===== config.mk =====
export PLATFORM = sky130hd
export DESIGN_NAME = alu_sequencer
export DESIGN_NICKNAME = d
export VERILOG_FILES = /design/src/rtl/alu_sequencer_pkg.sv /design/src/rtl/alu_sequencer.sv
export SDC_FILE = /design/constraint.sdc
export NUM_CORES = 1
export LEC_CHECK = 0
export ABC_AREA = 0
export CAP_MARGIN = 20
export CORE_ASPECT_RATIO = 1.75
export CORE_MARGIN = 10
export CORE_UTILIZATION = 45
export CTS_BUF_LIST = sky130_fd_sc_hd__clkbuf_4 sky130_fd_sc_hd__clkbuf_8 sky130_fd_sc_hd__clkbuf_16
export DETAILED_ROUTE_END_ITERATION = 8
export DONT_BUFFER_PORTS = 1
export SLEW_MARGIN = 20
export SYNTH_ARGS = -nofsm -noshare
export SYNTH_HDL_FRONTEND = slang
export SYNTH_SLANG_ARGS = --single-unit

===== constraint.sdc =====
create_clock -name clock -period 3.5 [get_ports clock]
set_clock_uncertainty 0.05 [all_clocks]
set_input_delay 0.35 -clock clock [delete_from_list [all_inputs] [get_ports clock]]
set_output_delay 0.35 -clock clock [all_outputs]
set_load 0.1 [all_outputs]

===== src/rtl/alu_sequencer_pkg.sv =====
// Shared definitions for the ALU sequencer: opcode values and FSM states.
package alu_sequencer_pkg;

    // Opcode that routes through the pipelined divider.
    localparam logic [2:0] OP_DIV = 3'b011;

    typedef enum logic [1:0] {
        ST_IDLE,
        ST_EXEC,
        ST_DIVW,
        ST_DONE
    } state_t;

    // Opcodes 11x have no ALU function; their result is forced to zero.
    function automatic logic op_invalid(input logic [2:0] op);
        return op[2:1] == 2'b11;
    endfunction

endpackage


===== src/rtl/alu_sequencer.sv =====
// Drives the combinational ALU for one operation per start/done handshake.
// Operands are held stable while the divider pipeline runs, then the
// ALU result is captured into res alongside a div_zero flag.
module alu_sequencer
    import alu_sequencer_pkg::*;
#(
    parameter int WIDTH   = 16,
    parameter int DIV_LAT = 4
) (
    input  logic             clock,
    input  logic             reset,
    input  logic             start,
    input  logic [2:0]       op,
    input  logic [WIDTH-1:0] opa,
    input  logic [WIDTH-1:0] opb,
    output logic             busy,
    output logic             done,
    output logic [WIDTH-1:0] res,
    output logic             div_zero,
    output logic [2:0]       alu_s,
    output logic [WIDTH-1:0] alu_a,
    output logic [WIDTH-1:0] alu_b,
    output logic             alu_diven,
    input  logic [WIDTH-1:0] alu_result
);

    localparam int CW = $clog2(DIV_LAT) + 1;

    state_t        state, state_nxt;
    logic [CW-1:0] cnt;
    logic          div_real;

    // A divide only engages the divider when the divisor is non-zero.
    assign div_real = (op == OP_DIV) && (opa != '0);

    // State register.
    always_ff @(posedge clock or posedge reset) begin
        if (reset) state <= ST_IDLE;
        else       state <= state_nxt;
    end

    // Next-state and handshake outputs.
    always_comb begin
        state_nxt = state;
        busy      = (state != ST_IDLE);
        done      = (state == ST_DONE);
        case (state)
            ST_IDLE: if (start) state_nxt = div_real ? ST_DIVW : ST_EXEC;
            ST_EXEC: state_nxt = ST_DONE;
            ST_DIVW: if (cnt == '0) state_nxt = ST_DONE;
            ST_DONE: state_nxt = ST_IDLE;
            default: state_nxt = ST_IDLE;
        endcase
    end

    // Operand latch, divider enable/countdown and result capture.
    always_ff @(posedge clock or posedge reset) begin
        if (reset) begin
            res       <= '0;
            div_zero  <= 1'b0;
            alu_s     <= '0;
            alu_a     <= '0;
            alu_b     <= '0;
            alu_diven <= 1'b0;
            cnt       <= '0;
        end else begin
            case (state)
                ST_IDLE: begin
                    if (start) begin
                        alu_s <= op;
                        alu_a <= opa;
                        alu_b <= opb;
                        if (div_real) begin
                            alu_diven <= 1'b1;
                            cnt       <= CW'(DIV_LAT - 1);
                        end
                    end
                end
                ST_EXEC: begin
                    // A divide reaching EXEC always had a zero divisor.
                    res      <= (op_invalid(alu_s) || alu_s == OP_DIV) ? '0 : alu_result;
                    div_zero <= (alu_s == OP_DIV);
                end
                ST_DIVW: begin
                    if (cnt == '0) begin
                        res       <= alu_result;
                        div_zero  <= 1'b0;
                        alu_diven <= 1'b0;
                    end else begin
                        cnt <= cnt - 1'b1;
                    end
                end
                default: ;
            endcase
        end
    end

endmodule


==> parameters.txt <==
Parameter                              Value

Routing
  Total number of vias    1625
  Final routed wirelength across all metal layers    6246 um
  Final antenna-violating net count    0
  WL/cell    20.82 um
  Iteration count of the initial detailed-routing pass    4
  DR iter-0 viols    81
  DRC Markers    0
  Via/cell ratio    5.417

Finish
  Combined area of the multi-input logic cells    1061 um^2
  Number of antenna cells inserted    0
  Area growth from synthesis to layout    10.82%
  Net total in the final layout    279
  Share of final-layout standard cells stronger than drive strength 1    29.46%
  Fill cell total of the finished layout    541
  Seq. cell area    1451 um^2

Synth
  Library cell occupying the most area in the post-synthesis netlist    sky130_fd_sc_hd__dfrtp_1
  Net Count, Synth    274
  Ys flop type    sky130_fd_sc_hd__dfrtp_1
  Avg Cell Area, Syn    12.10 um^2
  Distinct cells, synth    37
  Count of warnings emitted by yosys    0
  #FFs+latches synth    58
  Share of async-settable or async-resettable flops after synthesis    100.0%
  Most area-consuming cells after synthesis    sky130_fd_sc_hd__dfrtp_1 (56%), sky130_fd_sc_hd__mux2_2 (15%), sky130_fd_sc_hd__nand2_1 (5.6%), sky130_fd_sc_hd__o21ai_0 (3.1%), sky130_fd_sc_hd__ha_1 (2.4%)
  Cell area after synthesis    2602 um^2
  Synthesized netlist cell count    215
  Number of synthesized flops with an enable pin    0
  Fraction of the yosys area taken by sequential cells    55.77%
  Share of the synthesized area in the top cell type    55.77%

Die
  Initial Util    46.59%
  Overall die width    77.49 um
  Boundary Pins    109
  Die footprint    9345 um^2
  Num rows    36
  Die Y-Extent    120.6 um
  Area of the placeable core    5585 um^2

Clock network
  Clock input transition at the sequential cells of the worst setup and hold paths    0.06 ns
  TritonCTS buffer count    9
  Root buffer cell    sky130_fd_sc_hd__clkbuf_8
  Clock Tree Buf Depth    2
  Clock tree from TritonCTS    yes
  Depth of the CTS H-tree    3
  Number of clock sinks    58
  Clock latency on the worst-skew pair    0.33 ns

Setup path
  WP data arrival    2.47 ns
  Slowest stage delay, CP    0.72 ns
  Worst setup path startpoint    state[1]
  Required arrival time at the worst endpoint    3.69 ns
  Series of cell instances along the critical path    inv_1 -> ha_1 -> inv_1 -> a41o_1 -> a41oi_2 -> nor4_2
  CP startpoint kind    register
  Most repeated library cell on the critical path    sky130_fd_sc_hd__inv_1
  Setup CP Type    reg -> reg
  Reg2reg start    state[1]
  R2R cell count    6
  Reg2Reg Capture Point    cnt[2]
  Crit path max-delay cell type    sky130_fd_sc_hd__inv_1
  Critical path capture point type    register
  Largest fanout on the critical path    11
  Setup slack of the worst register-to-register path    1.22 ns

Global route
  First-pass GRT wire length    9880 um
  GR Overflow Total    0
  Met3 usage in global routing    8.160%
  Pin count of the biggest net entering global routing    49
  GR Layer Usage met1    12.85%
  Peak-usage layer in the global routing report    met2
  Global routing usage summed across all routing layers    13.74%
  Number of global-route vias before repair    1782
  Antenna violations before repair    0
  Met2 track demand over resource in global routing    23.21%

Worst hold path
  Launch instance of the worst min-delay path    alu_result[15]
  Cell depth of the worst min-delay path    2
  Class of the worst hold path    in -> reg
  Destination of the worst hold path    res[15]

Timing
  Final number of setup-violating endpoints    0
  Hold Violations, Final    0
  Worst Slack Setup Final    1.221 ns
  Maximum achievable frequency    438.7 MHz
  Setup TNS    0 ns
  Worst Tran Pin Value    1.002 ns
  Final clock period utilization by the worst path    65.12%
  Number of pins with negative max-slew slack in the final report    0
  Max_slew headroom    33.20%
  Unrepaired setup endpoints after global routing    false
  Clock period minus final worst setup slack    2.279 ns

Place
  Number of buffers added on ports    0
  HPWL after detailed placement    4783 um
  Placement-stage worst setup slack    1.225 ns
  Global placer's final weighted congestion    0.8235

Run
  Max capacitance violation total    0

Run status
  Result of the run    finished, final reports clean
-- how the worst max path moves through the flow --
stage	slack (ns)	depth (start not counted)	end
after floorplan	1.42	7	cnt[2]
after global placement	1.30	6	cnt[2]
after detailed placement	1.23	6	cnt[2]
after CTS	1.22	6	cnt[2]
after global routing	1.00	6	cnt[0]
final	1.22	6	cnt[2]
-- flip-flops by register name, summed over array words and instances, names as in the netlist --
register,count
alu_a,16
div_zero,1
alu_s,3
alu_b,16
res,16
cnt,3
state,2
alu_diven,1
-- Yosys cell counts, types with 2 or more instances --
cell / count
sky130_fd_sc_hd__dfrtp_1: 58
sky130_fd_sc_hd__nand2_1: 39
sky130_fd_sc_hd__mux2_2: 35
sky130_fd_sc_hd__o21ai_0: 16
sky130_fd_sc_hd__inv_1: 7
sky130_fd_sc_hd__buf_2: 6
sky130_fd_sc_hd__ha_1: 5
sky130_fd_sc_hd__nor4_2: 4
sky130_fd_sc_hd__nand2b_1: 3
sky130_fd_sc_hd__nand3_1: 3
sky130_fd_sc_hd__nand4_1: 3
sky130_fd_sc_hd__nor4_1: 3
sky130_fd_sc_hd__o21ai_1: 3
sky130_fd_sc_hd__a21oi_1: 2
sky130_fd_sc_hd__and3b_1: 2
sky130_fd_sc_hd__buf_6: 2
sky130_fd_sc_hd__nor2_1: 2
sky130_fd_sc_hd__o211ai_1: 2
sky130_fd_sc_hd__o21ai_2: 2
-- cell families after synthesis --
family	Yosys count	synth area share [%]
AND/OR/NAND/NOR	65	13.80
flip-flops	58	55.77
multiplexers	35	15.14
adder cells (fa/ha/maj)	5	2.404
AO/OA/AOI/OAI	35	9.424
buffers and inverters	17	3.462
-- critical path: cells and delay by family (launching register included) --
kind / cells / cell delay [ns]
buffers and inverters: 2 / 0.78
AOI/OAI and AO/OA: 2 / 0.36
adders and majority gates: 1 / 0.33
DFF: 1 / 0.39
and+or+nand+nor: 1 / 0.28
-- repair_timing --
item	CTS	global route
buffers inserted	0	0
hold buffers	0	1
resized for setup	0	0
endpoints found under the hold margin	0	23
-- through the flow --
step	hold slack, ns	cells	utilization [%]	cell area, um^2
finish	0.09194	300	51.64	2884
global route	0.07637	300	51.64	2884
CTS	0.07482	298	50.96	2846
detailed placement	0.4358	283	47.42	2649
global placement	0.4328	283	47.42	2649
floorplan	0.4273	215	-	2603
-- routing by layer --
layer  vias up  routed length (um)
met2        69                3380
met5         -                   0
met4         0                 107
met1       777                2072
met3         7                 685
li1        772                   -
-- cells in the final DEF (no fill, tap or decap), types with 2 or more instances in the layout --
cell,netlist,final
sky130_fd_sc_hd__nand3_1,3,3
sky130_fd_sc_hd__clkbuf_8,0,10
sky130_fd_sc_hd__and3b_1,2,2
sky130_fd_sc_hd__nor4_2,4,4
sky130_fd_sc_hd__o21ai_1,3,3
sky130_fd_sc_hd__inv_1,7,6
sky130_fd_sc_hd__nand2b_1,3,3
sky130_fd_sc_hd__ha_1,5,5
sky130_fd_sc_hd__clkbuf_4,0,3
sky130_fd_sc_hd__mux2_2,35,35
sky130_fd_sc_hd__nand4_1,3,3
sky130_fd_sc_hd__nor4_1,3,3
sky130_fd_sc_hd__o21ai_2,2,2
sky130_fd_sc_hd__o21ai_0,16,16
sky130_fd_sc_hd__nand2_1,39,39
sky130_fd_sc_hd__dfrtp_1,58,58
sky130_fd_sc_hd__a21oi_1,2,2
sky130_fd_sc_hd__buf_4,1,2
sky130_fd_sc_hd__nor2_1,2,2
sky130_fd_sc_hd__o211ai_1,2,2
-- cell type report --
class	count	area share, %
Timing Repair Buffer	4	1.822
Inverter	7	0.9111
Multi-Input combinational cell	140	36.79
Sequential cell	58	50.33
Clock inverter	2	1.302
Tap cell	76	3.297
Clock buffer	13	5.553
Power is not shown: default switching activity piles up to over one toggle a cycle in this logic, so the estimate is an artifact.
